===== src/rtl/judge_display_scheduler.sv =====
// Judge text hold timer plus score/combo bookkeeping for the 8-digit display.
// Optional macro JUDGE_COMBO_DISPLAY_EN: o_data shows combo during SHOW, score otherwise.
module judge_display_scheduler #(
    parameter int HOLD_CYCLES = 50_000_000,
    parameter int PERFECT_PTS = 10,
    parameter int NORMAL_PTS  = 5
) (
    input  logic        clk,
    input  logic        rst,
    input  logic        i_clear,
    input  logic        i_hit_valid,
    input  logic [1:0]  i_hit_judge,
    output logic [1:0]  o_judge,
    output logic [15:0] o_data,
    output logic [15:0] o_combo_max
);

    localparam int TW = (HOLD_CYCLES > 2) ? $clog2(HOLD_CYCLES) : 1;
    localparam logic [TW-1:0] TIMER_LOAD = TW'(HOLD_CYCLES - 1);
    localparam logic [16:0]   SAT_LIMIT  = 17'd9999;

    localparam logic [1:0] JUDGE_NONE    = 2'b00;
    localparam logic [1:0] JUDGE_MISS    = 2'b01;
    localparam logic [1:0] JUDGE_NORMAL  = 2'b10;
    localparam logic [1:0] JUDGE_PERFECT = 2'b11;

    typedef enum logic {IDLE, SHOW} state_t;

    state_t        state_q, state_d;
    logic [TW-1:0] timer_q, timer_d;
    logic [1:0]    judge_q, judge_d;
    logic [15:0]   score_q, score_d;
    logic [15:0]   combo_q, combo_d;
    logic [15:0]   combo_max_q, combo_max_d;
    logic [15:0]   data_q, data_d;

    logic          hit;
    logic [16:0]   pts;
    logic [16:0]   score_sum;
    logic [16:0]   combo_sum;

    assign hit = i_hit_valid && (i_hit_judge != JUDGE_NONE);

    always_comb begin
        // NOTE: every comb output gets a default first so no path leaves a latch;
        // blocking '=' is correct here, combo_d is read back below in the same pass.
        state_d     = state_q;
        timer_d     = timer_q;
        judge_d     = judge_q;
        score_d     = score_q;
        combo_d     = combo_q;
        combo_max_d = combo_max_q;
        data_d      = data_q;

        case (i_hit_judge)
            JUDGE_PERFECT: pts = 17'(PERFECT_PTS);
            JUDGE_NORMAL:  pts = 17'(NORMAL_PTS);
            default:       pts = '0;
        endcase
        // 17-bit sums so 9999 + points cannot wrap before the saturation compare
        score_sum = {1'b0, score_q} + pts;
        combo_sum = {1'b0, combo_q} + 17'd1;

        if (i_clear) begin
            state_d     = IDLE;
            timer_d     = '0;
            judge_d     = JUDGE_NONE;
            score_d     = '0;
            combo_d     = '0;
            combo_max_d = '0;
        end else if (hit) begin
            state_d = SHOW;
            timer_d = TIMER_LOAD;
            judge_d = i_hit_judge;
            score_d = (score_sum > SAT_LIMIT) ? SAT_LIMIT[15:0] : score_sum[15:0];
            if (i_hit_judge == JUDGE_MISS)
                combo_d = '0;
            else
                combo_d = (combo_sum > SAT_LIMIT) ? SAT_LIMIT[15:0] : combo_sum[15:0];
            combo_max_d = (combo_d > combo_max_q) ? combo_d : combo_max_q;
        end else begin
            case (state_q)
                SHOW: begin
                    if (timer_q == '0) begin
                        state_d = IDLE;
                        judge_d = JUDGE_NONE;
                    end else begin
                        timer_d = timer_q - TW'(1);
                    end
                end
                default: ;
            endcase
        end

`ifdef JUDGE_COMBO_DISPLAY_EN
        data_d = (state_d == SHOW) ? combo_d : score_d;
`else
        data_d = score_d;
`endif
    end

    // NOTE: sequential state uses non-blocking '<=' only; reset is synchronous
    // and overrides clear and hits because it is tested first.
    always_ff @(posedge clk) begin
        if (!rst) begin
            state_q     <= IDLE;
            timer_q     <= '0;
            judge_q     <= JUDGE_NONE;
            score_q     <= '0;
            combo_q     <= '0;
            combo_max_q <= '0;
            data_q      <= '0;
        end else begin
            state_q     <= state_d;
            timer_q     <= timer_d;
            judge_q     <= judge_d;
            score_q     <= score_d;
            combo_q     <= combo_d;
            combo_max_q <= combo_max_d;
            data_q      <= data_d;
        end
    end

    assign o_judge     = judge_q;
    assign o_data      = data_q;
    assign o_combo_max = combo_max_q;

endmodule


===== config.mk =====
export PLATFORM = sky130hd
export DESIGN_NAME = judge_display_scheduler
export DESIGN_NICKNAME = d
export VERILOG_FILES = /design/src/rtl/judge_display_scheduler.sv
export SDC_FILE = /design/constraint.sdc
export NUM_CORES = 1
export LEC_CHECK = 0
export BUFFER_PORTS_ARGS = -buffer_cell sky130_fd_sc_hd__buf_2
export CAP_MARGIN = 10
export CORE_MARGIN = 5
export CORE_UTILIZATION = 53
export CTS_BUF_LIST = sky130_fd_sc_hd__clkbuf_4
export CTS_CLUSTER_DIAMETER = 200
export DETAILED_ROUTE_END_ITERATION = 12
export GPL_ROUTABILITY_DRIVEN = 0
export PLACE_DENSITY = 0.68
export SYNTH_ARGS = -nofsm -noshare
export SYNTH_HDL_FRONTEND = slang
export SYNTH_SLANG_ARGS = --single-unit

===== constraint.sdc =====
create_clock -name clk -period 5.05 [get_ports clk]
set_input_delay 1.515 -clock clk [delete_from_list [all_inputs] [get_ports clk]]
set_output_delay 1.515 -clock clk [all_outputs]
set_load 0.05 [all_outputs]

* After elaboration in Yosys (flattened, before gate mapping)
Cells that the tools add are included.
Widths: inputs -> output; s select.
** Storage, ports and cells
- Register bits after elaboration :: 77
- Output and inout port bits :: 34
** Cells by class
- Add/subtract/negate cells :: 3
- Magnitude comparators :: 3
- Eq/ne operators :: 4
- Multiplexer cells :: 15
- Bitwise gates (word level) :: 2
- Reductions and logical operators :: 11
** Operators by type and width (number)
- $mux 16 :: 5
- $mux 26 :: 3
- $gt 17x14->1 const B :: 2
- $logic_not 26->1 :: 1
- $sub 26x1->26 const B :: 1
- $add 16x1->17 const B :: 1
- $add 16x17->17 :: 1
- $gt 16x16->1 :: 1
- $pmux 4 s2 :: 1
- $reduce_and 2->1 :: 4
- $mux 2 :: 3
- $reduce_bool 2->1 :: 3
- $eq 2x2->1 const B :: 2
- $mux 1 :: 3
- $reduce_or 3->1 :: 1
- $eq 2x1->1 const B :: 1
- $ne 2x2->1 const B :: 1
- $not 1->1 :: 2
- $reduce_or 2->1 :: 1
- $logic_and 1x1->1 :: 1

* Longest topological paths before layout
Gate-level depths: netlist (run 1).
- Depth after elaboration :: 8
- Mapped depth :: 19

* Least setup slack after synthesis (run 1)
Ideal clock, no wire load.
- Path type :: register to register
- Start :: register combo_q[0]
- End :: register combo_max_q[11], in the netlist o_combo_max[11]
- Library setup time :: 0.072 ns
- Arrival :: 4.422 ns
- Required time :: 4.978 ns
- Path slack :: 0.557 ns
- Stages on the path, launching flop included :: 19
- Path through :: dfxtp_1 -> ha_1 -> clkbuf_1 -> inv_1 -> nor4_1 -> mux2i_1 -> o311ai_0 -> a31oi_1 -> clkbuf_1 -> nand2_1 -> nor2_1 -> ha_1 -> a2111oi_0 -> o21ai_0 -> a311oi_1 -> o21ai_0 -> a21oi_1 -> clkbuf_1 -> o2bb2ai_1
** On the way
- Longest elaborated chain between the ends :: 8
** Ends and longest elaborated chain
- start, declared :: RTL line 33 : logic [15:0] combo_q, combo_d;
- start signal, assigned :: RTL line 118 : combo_q <= combo_d;
- $add 16x1->17 * :: RTL line 62 : combo_sum = {1'b0, combo_q} + 17'd1;
- $gt 17x14->1 :: RTL line 79 : combo_d = (combo_sum > SAT_LIMIT) ? SAT_LIMIT[15:0] : combo_sum[15:0];
- $mux 16 * :: RTL line 79
- $mux 16 * :: RTL line 76 : if (i_hit_judge == JUDGE_MISS)
- $mux 16 * :: RTL line 71 : end else if (hit) begin
- $mux 16 * :: RTL line 64 : if (i_clear) begin
- $gt 16x16->1 :: RTL line 80 : combo_max_d = (combo_d > combo_max_q) ? combo_d : combo_max_q;
- $reduce_and 2->1 (no line)
- end signal, assigned :: RTL line 119 : combo_max_q <= combo_max_d;
- end, declared :: RTL line 34 : logic [15:0] combo_max_q, combo_max_d;
Mark *: on every way between the ends. The rest lies on a longest branch, timed or not. The select of a mux whose other input is x is not followed.
A chain may end at the register's enable or synchronous reset.

* Worst setup path in the final report (run 1)
- Start :: register combo_q[6]
- End :: register combo_max_q[0], in the netlist o_combo_max[0]
Same word-level chain as after synthesis.

==> flow_summary.yaml, run 1 <==
power_and_ir_drop:
  p_int_mw: 0.823
  clockPowerShare_pct: 34.5
  p_leak_nw: 1.94
  power_density_nw_per_um2: 228
  combPwrFrac_pct: 11.6
  switching_share_pct: 29.7
  switchingPower_mw: 0.348
  ir_worst_vdd_mv: 0.135
  pwr-share-seq_pct: 53.8
yosys:
  syn_area_um2: 4690
  yosysUniqueCellTypes: 68
  synth_fa_ha_area_share_pct: 6.57
  ys_top_cells_by_area: "dfxtp_1, ha_1, xnor2_1, a21oi_1, nand3_1"
  synth.largest_area_cell: "dfxtp_1"
  synth_xor_area_share_pct: 6.54
  synth_compound_area_share_pct: 20.3
  syn_area_per_cell_um2: 8.00
  synth_warnings: 0
  synth.top_cell.area_share_pct: 32.9
  synthMuxAreaShare_pct: 0.641
  yosys.area_share.simple_pct: 27.3
  synthCells: 586
  postSynth.asyncResetShare_pct: 0
  synthFlopType: "dfxtp_1"
  synth_seq_area_share_pct: 32.9
  synth-seq-cells: 77
  synth-edff-count: 0
  synth_top_family_by_area: "simple AND/OR/NAND/NOR gates"
run_status:
  status: "finished clean"
finish:
  nNetsFinal: 645
  syn2layout_area_growth_pct: 9.61
  final_util_pct: 59.2
  antenna_cells: 0
  drive_above_1_share_pct: 14.2
sta:
  rsz0062_at_grt: "false"
  worst_pin_slew_ps: 880
  skew_ps: 14.8
  period_share_pct: 89.3
  fmax_mhz: 222
  relSlewSlack_pct: 40.5
  setup_tns_ps: 0
  period_minus_slack_ps: 4510
  setup_viol: 0
  hold_viol: 0
  drv_slew: 0
job:
  drv_cap: 0
die:
  core_area_um2: 8680
  die_y_um: 104
  die_area_um2: 10800
  io_pins: 40
  start_util_pct: 54.0
  row_count: 34
  die_x_um: 104
critical_path:
  cp_data_arrival_time_ps: 4900
  cp_max_fo: 9
  cp_data_required_time_ps: 5440
  start_kind: "register"
  worstSetupPathType: "register to register"
  cp-end-kind: "register"
routing:
  num_vias: 4506
  drc: 0
  drtAntennaViolNets: 0
  routedWlPerCell_um: 16.3
  first_pass_iters: 5
  routed_wl_mm: 11.8
  via_per_inst: 6.19
  dr.first_iter.drc_count: 242
global_route:
  grt_max_degree: 21
  antenna_found_initial: 0
  grt-ovfl-total: 0
  grt_pass1_wl_mm: 20.6
  grt_pass1_vias: 4261
  grt.total_usage_pct: 22.3
place:
  place.port_buffers: 39
  post-dp-hpwl_mm: 8.60
cts:
  cts-hold-fix-buffers: 0
  htreeDepth: 3
  cts_tree: "done"
  path_clk_slew_ps: 140
  root_buffer: "clkbuf_4"
  clockBufferDepth: 2
  clock_sinks: 77
  numCtsBuffers: 9
  clkLatencyLatePin_ps: 440
hold_path:
  hold_class: "register to register"
==> worst paths after layout <==
check                                              from                          end  slack [ps]  cells past startpoint
worst max-delay path            combo_q[6]$_SDFFE_PP0P_  o_combo_max[0]$_SDFFE_PP0P_         540                     15
worst min-delay path            o_data[14]$_SDFFE_PP0P_      o_data[14]$_SDFFE_PP0P_         490                      2
worst max register to register  combo_q[6]$_SDFFE_PP0P_  o_combo_max[0]$_SDFFE_PP0P_         540                     15
worst min register to register  o_data[14]$_SDFFE_PP0P_      o_data[14]$_SDFFE_PP0P_         490                      2
==> state kept, by name, indices dropped and copies added, names as in the netlist <==
signal       count
timer_q         26
o_combo_max     16
state_q          1
o_data          16
combo_q         16
o_judge          2
==> repair_timing <==
item	CTS	global route
endpoints found under the hold margin	0	0
endpoints found under the setup margin	0	14
buffers inserted	0	3
gates resized for setup	0	5
==> cell usage in the layout (no fill, tap or decap), types with 25 or more instances in the layout <==
| cell type | Yosys | final |
|---|---|---|
| nand2_1 | 37 | 37 |
| a21oi_1 | 41 | 41 |
| nor3_1 | 27 | 27 |
| inv_1 | 30 | 30 |
| xnor2_1 | 25 | 25 |
| buf_2 | 7 | 39 |
| dfxtp_1 | 77 | 74 |
| nand3_1 | 37 | 37 |
| o21ai_0 | 29 | 27 |
| nor2_1 | 44 | 44 |
==> per-stage QoR <==
stage	setup WS, ps	instance area, um2	total power, mW	hold slack [ps]	instances
floorplan	557	4690	0.743	462	587
global placement	259	4960	0.776	461	709
detailed placement	249	4960	0.779	461	709
CTS	442	5110	1.18	488	725
global route	48.8	5140	1.23	513	728
finish	539	5140	1.17	493	728
==> synth_stat cells, types with 6 or more instances <==
cell type and count:
xnor2_1 25, inv_1 30, dfxtp_1 77, nand4_1 16, a31oi_1 10, or4_1 6, and2_1 13, ha_1 23
and3_1 8, nand3_1 37, clkbuf_1 23, nor2_1 44, xor2_1 10, buf_2 7, a21oi_1 41, nor3_1 27
a21o_1 7, nor4_1 14, nand2_1 37, nor2b_1 10, o21ai_0 29, nand2b_1 6, o211ai_1 6, o2bb2ai_1 11
==> metal layers <==
metal / GRT usage, % / share of wire [%] / up-vias
met2: 35.7 / 47 / 145
met1: 30.3 / 46 / 2146
met4: 8.23 / 2.1 / 0
li1: - / - / 2194
met3: 3.41 / 5.4 / 21
met5: 0 / 0 / -
==> worst max-delay path: stages, from the launching register on <==
cell,delay (ps)
dfxtp_1,520
nand4_1,290
nor4_1,420
mux2i_1,360
o311ai_0,200
a31oi_1,270
nand2_1,240
nor2_1,160
ha_1,260
a2111oi_1,420
o21ai_0,180
a311oi_1,350
o21ai_1,200
a21oi_1,220
buf_4,210
a32o_1,140
==> cell type report <==
type	instances	area (um2)
sequential	77	1550
clock buffer	9	67.6
multi-input combinational	444	2890
fill	823	3540
timing repair buffer	53	300
inverter	30	113
tap	108	135
clock inverter	7	82.6
==> power groups by stage <==
stage	sequential, mW	clock (mW)	combinational [mW]
3_3_place_gp	0.643	0	0.133
5_1_grt	0.633	0.440	0.152
2_1_floorplan	0.650	0	0.0937
4_1_cts	0.631	0.414	0.136
6_report	0.631	0.404	0.136
3_5_place_dp	0.644	0	0.135
==> kinds of logic after synthesis <==
group                    after synthesis
XOR/XNOR                              35
flip-flops                            77
other                                  1
multiplexers                           3
AO/OA/AOI/OAI                        140
buffers and inverters                 66
adder cells (fa/ha/maj)               24
AND/OR/NAND/NOR                      240
Note: power is estimated with default switching activity, not from simulation.
==> inputs of run 2 (changes only) <==
--- a/config.mk
+++ b/config.mk
@@ -9,7 +9,7 @@
 export CAP_MARGIN = 10
 export CORE_MARGIN = 5
 export CORE_UTILIZATION = 53
-export CTS_BUF_LIST = sky130_fd_sc_hd__clkbuf_4
+export CTS_BUF_LIST = sky130_fd_sc_hd__clkbuf_8
 export CTS_CLUSTER_DIAMETER = 200
 export DETAILED_ROUTE_END_ITERATION = 12
 export GPL_ROUTABILITY_DRIVEN = 0
@@ -17,3 +17,4 @@
 export SYNTH_ARGS = -nofsm -noshare
 export SYNTH_HDL_FRONTEND = slang
 export SYNTH_SLANG_ARGS = --single-unit
+export TNS_END_PERCENT = 30
==> flow_summary.yaml, run 2 (synthesized netlist as in run 1, its figures left out) <==
sta:
  worst_pin_slew_ps: 856
  hold_viol: 0
  skew_ps: 9.34
  fmax_mhz: 221
  relSlewSlack_pct: 42.5
  setup_tns_ps: 0
  setup_viol: 0
  timing.hold.ws_ps: 487
  period_minus_slack_ps: 4520
  drv_slew: 0
  period_share_pct: 89.5
  timing.final.ws_setup_ps: 530
place:
  dpl_worst_slack_ps: 249
  post-dp-hpwl_mm: 8.60
  place.port_buffers: 39
  numPlacedInstances: 709
finish:
  antenna_cells: 0
  finalNonFillerCells: 728
  nNetsFinal: 645
  final_common_cell: "dfxtp_1"
  syn2layout_area_growth_pct: 10.8
  largest-register: "timer_q"
  mostFrequentLayoutCells: "dfxtp_1, nor2_1, a21oi_1"
  drive_above_1_share_pct: 14.0
  largest_reg_flops: 26
critical_path:
  cp_max_fo: 11
  worstSetupPathType: "register to register"
  reg2reg_slack_ps: 530
  cp_data_required_time_ps: 5330
  cp-end-kind: "register"
  start_kind: "register"
  cp_data_arrival_time_ps: 4800
routing:
  first_pass_iters: 4
  dr.first_iter.drc_count: 230
  num_vias: 4491
  drc: 0
  routedWlPerCell_um: 16.3
  drtAntennaViolNets: 0
  via_per_inst: 6.17
  routed_wl_mm: 11.9
global_route:
  grt-ovfl-total: 0
  grt_max_degree: 21
  grt_pass1_wl_mm: 20.5
  antenna_found_initial: 0
  grt_pass1_vias: 4267
  grt.total_usage_pct: 22.3
power_and_ir_drop:
  ir_worst_vdd_mv: 0.141
  p_leak_nw: 1.97
  power_density_nw_per_um2: 242
  design_power_total_mw: 1.26
run_status:
  status: "finished clean"
cts:
  clkLatencyLatePin_ps: 360
  clock_sinks: 77
  cts_tree: "done"
  path_clk_slew_ps: 90
  root_buffer: "clkbuf_8"
  clockBufferDepth: 2
  numCtsBuffers: 9
  htreeDepth: 3
die:
  core_area_um2: 8680
  io_pins: 40
  start_util_pct: 54.0
  row_count: 34
  die_y_um: 104
  die_x_um: 104
  die_area_um2: 10800
job:
  drv_cap: 0
hold_path:
  hold_class: "register to register"
## run 2: path summary, 6_finish.rpt
path / startpoint / to / cells after the start
min reg2reg: o_data[14]$_SDFFE_PP0P_ / o_data[14]$_SDFFE_PP0P_ / 2
max: combo_q[2]$_SDFFE_PP0P_ / o_combo_max[10]$_SDFFE_PP0P_ / 16
min: o_data[14]$_SDFFE_PP0P_ / o_data[14]$_SDFFE_PP0P_ / 2
max reg2reg: combo_q[2]$_SDFFE_PP0P_ / o_combo_max[10]$_SDFFE_PP0P_ / 16
## run 2: worst max-delay path: stages, from the launching register on
cell and delay (ps):
dfxtp_1 520, nand4_1 250, buf_4 210, nor4_2 390, and4b_1 300, o311ai_0 120, a31oi_1 270, nand2_1 240
nor2_1 160, ha_1 260, a2111oi_0 430, o21ai_0 190, a311oi_1 350, o21ai_1 200, a21oi_1 220, buf_4 220
o2bb2ai_1 130
## run 2: power by group
group / switching [mW] / internal, mW
logic: 0.0895 / 0.0470
registers: 0.0117 / 0.618
clock network: 0.256 / 0.235
total: 0.357 / 0.900
## run 2: what timing repair did
| item | in CTS | in global routing |
|---|---|---|
| setup buffers | 0 | 3 |
| resized for setup | 0 | 3 |
| endpoints found under the setup margin | 0 | 14 |
| hold buffers | 0 | 0 |
## run 2: area by class of cell
| type | instances | area, um2 |
|---|---|---|
| fill | 808 | 3490 |
| multi-input combinational | 444 | 2890 |
| sequential | 77 | 1540 |
| timing repair buffer | 53 | 300 |
| tap | 108 | 135 |
| clock buffer | 9 | 124 |
| inverter | 30 | 113 |
| clock inverter | 7 | 82.6 |
## run 2: metrics by stage
step / util, % / cell area [um2]
6_report: 59.8 / 5190
5_1_grt: 59.8 / 5190
4_1_cts: 59.5 / 5170
3_5_place_dp: 57.2 / 4960
3_3_place_gp: 57.2 / 4960
2_1_floorplan: - / 4690
## run 2: layer usage
metal / vias to the layer above / track usage, % / routed length, um
met5: - / 0 / 0
met4: 0 / 7.59 / 267
met3: 22 / 4.16 / 638
met2: 129 / 35.8 / 5550
met1: 2157 / 30.0 / 5420
li1: 2183 / - / -
==> inputs of run 3 (changes only) <==
--- a/config.mk
+++ b/config.mk
@@ -7,13 +7,13 @@
 export LEC_CHECK = 0
 export BUFFER_PORTS_ARGS = -buffer_cell sky130_fd_sc_hd__buf_2
 export CAP_MARGIN = 10
-export CORE_MARGIN = 5
 export CORE_UTILIZATION = 53
 export CTS_BUF_LIST = sky130_fd_sc_hd__clkbuf_8
 export CTS_CLUSTER_DIAMETER = 200
 export DETAILED_ROUTE_END_ITERATION = 12
 export GPL_ROUTABILITY_DRIVEN = 0
 export PLACE_DENSITY = 0.68
+export SETUP_SLACK_MARGIN = 0.4
 export SYNTH_ARGS = -nofsm -noshare
 export SYNTH_HDL_FRONTEND = slang
 export SYNTH_SLANG_ARGS = --single-unit
==> constraint.sdc (replaced) <==
create_clock -name clk -period 5.1 [get_ports clk]
set_input_delay 1.53 -clock clk [delete_from_list [all_inputs] [get_ports clk]]
set_output_delay 1.53 -clock clk [all_outputs]
set_load 0.05 [all_outputs]
==> flow_summary.yaml, run 3 (synthesized netlist as in run 1, its figures left out) <==
hold_path:
  hold_class: "register to register"
  min_to: "o_judge[1]$_SDFFE_PP0P_"
  hold_depth: 1
  worstHoldStart: "o_judge[1]$_SDFFE_PP0P_"
routing:
  num_vias: 4384
  maxUsedRoutingLayer: "met4"
  drtAntennaViolNets: 0
  m1WireLength_mm: 5.31
  first_pass_iters: 5
  dr.first_iter.drc_count: 168
  routed_wl_mm: 11.7
  drc: 0
  dr_wl_met3_um: 602
  routedWlPerCell_um: 16.1
  via_per_inst: 6.03
  wl_met2_mm: 5.57
global_route:
  antenna_found_initial: 0
  grt_pass1_vias: 3911
  grt_pass1_wl_mm: 18.8
  grt-ovfl-total: 0
  grt.total_usage_pct: 26.6
  grt_max_degree: 30
finish:
  largest_reg_flops: 26
  drive_above_1_share_pct: 15.6
  mostFrequentLayoutCells: "dfxtp_1, nor2_1, a21oi_1"
  n_fill_cell: 746
  final_common_cell: "dfxtp_1"
  stdcell_area_um2: 5210
  nNetsFinal: 647
  largest-register: "timer_q"
  antenna_cells: 0
  final_util_pct: 62.2
  syn2layout_area_growth_pct: 11.2
cts:
  clkLatencyLatePin_ps: 350
  clockBufferDepth: 2
  htreeDepth: 3
  root_buffer: "clkbuf_8"
  numCtsBuffers: 9
  cts-hold-fix-buffers: 0
  cts_tree: "done"
  clock_sinks: 77
  path_clk_slew_ps: 80
power_and_ir_drop:
  power_density_nw_per_um2: 223
  combPwrFrac_pct: 11.6
  p_leak_nw: 1.99
  ir_worst_vdd_mv: 0.158
  switchingPower_mw: 0.333
  clockPowerShare_pct: 34.8
  switching_share_pct: 28.6
  pwr-share-seq_pct: 53.6
  p_int_mw: 0.831
critical_path:
  r2r_cells: 17
  cp_max_fo: 12
  r2r-start: "combo_q[9]$_SDFFE_PP0P_"
  cp_data_arrival_time_ps: 4650
  reg2reg_slack_ps: 760
  worstSetupPathType: "primary input to register"
  cp_data_required_time_ps: 5370
  reg2reg_to: "o_combo_max[9]$_SDFFE_PP0P_"
  cp-end-kind: "register"
  start_kind: "primary input"
die:
  die_y_um: 96.0
  core_area_um2: 8380
  io_pins: 40
  die_area_um2: 9220
  row_count: 33
  die_x_um: 96.0
  start_util_pct: 55.9
sta:
  setup_tns_ps: 0
  hold_viol: 0
  fmax_mhz: 228
  period_minus_slack_ps: 4380
  period_share_pct: 85.8
  rsz0062_at_grt: "false"
  timing.hold.ws_ps: 466
  setup_viol: 0
  worst_pin_slew_ps: 776
  drv_slew: 0
  skew_ps: 7.92
  relSlewSlack_pct: 47.9
place:
  place.port_buffers: 39
  post-dp-hpwl_mm: 8.41
  placed_area_um2: 4980
job:
  drv_cap: 0
run_status:
  status: "finished clean"
## run 3: cell count changes in the layout (fill, tap and decap cells not counted), sizes merged
cell | previous run | this run
clkinv | 2 | 4
clkinvlp | 2 | 3
bufinv | 1 | 0
buf | 53 | 55
inv | 32 | 30
## run 3: layout make-up
cell class                 instances  area (um2)  area share [%]
clock buffer                       9         124            2.38
clock inverter                     7        42.5           0.816
inverter                          30         113            2.16
multi-input combinational        444        2920            56.1
sequential                        77        1550            29.7
tap                              105         131            2.52
timing repair buffer              55         328            6.29
## run 3: metal layers
layer  vias to the layer above  global-route usage (%)
met5                         -                       0
met4                         0                    10.7
met2                       116                    44.6
met3                        18                    3.48
met1                      2055                    34.3
li1                       2195                       -
## run 3: worst max-delay path, stage by stage
cell and delay [ps]:
buf_2 140, nor2b_1 160, ha_1 220, fa_1 430
a211oi_1 400, nor2_1 210, nor4_1 290, a211oi_1 70
or4_1 710, and2_1 310, a31oi_1 180
## run 3: repair_timing
item	in CTS	in global routing
setup buffers	0	4
gates resized for setup	0	12
endpoints found under the setup margin	0	21
## run 3: worst max path at each step
stage	start	end	cells after the start
floorplan	combo_q[0]$_SDFFE_PP0P_	o_combo_max[11]$_SDFFE_PP0P_	18
global placement	i_hit_judge[1]	o_data[13]$_SDFFE_PP0P_	11
detailed placement	i_hit_judge[1]	o_data[13]$_SDFFE_PP0P_	11
CTS	combo_q[3]$_SDFFE_PP0P_	o_combo_max[9]$_SDFFE_PP0P_	16
global route	combo_q[9]$_SDFFE_PP0P_	o_combo_max[9]$_SDFFE_PP0P_	17
finish	i_hit_judge[1]	o_data[2]$_SDFFE_PP0P_	11
## run 3: per-stage QoR
stage | total power [mW] | std cells | setup WS [ps]
after detailed placement | 0.771 | 707 | 327
after global routing | 1.22 | 727 | 367
after floorplan | 0.736 | 587 | 607
final | 1.16 | 727 | 723
after global placement | 0.768 | 707 | 419
after CTS | 1.17 | 723 | 431
## run 3: power by group through the flow
stage          combinational, mW  sequential, mW  clock (mW)
6_report                   0.136           0.624       0.405
5_1_grt                    0.150           0.626       0.443
4_1_cts                    0.134           0.624       0.417
3_5_place_dp               0.134           0.638           0
3_3_place_gp               0.131           0.637           0
2_1_floorplan             0.0927           0.643           0
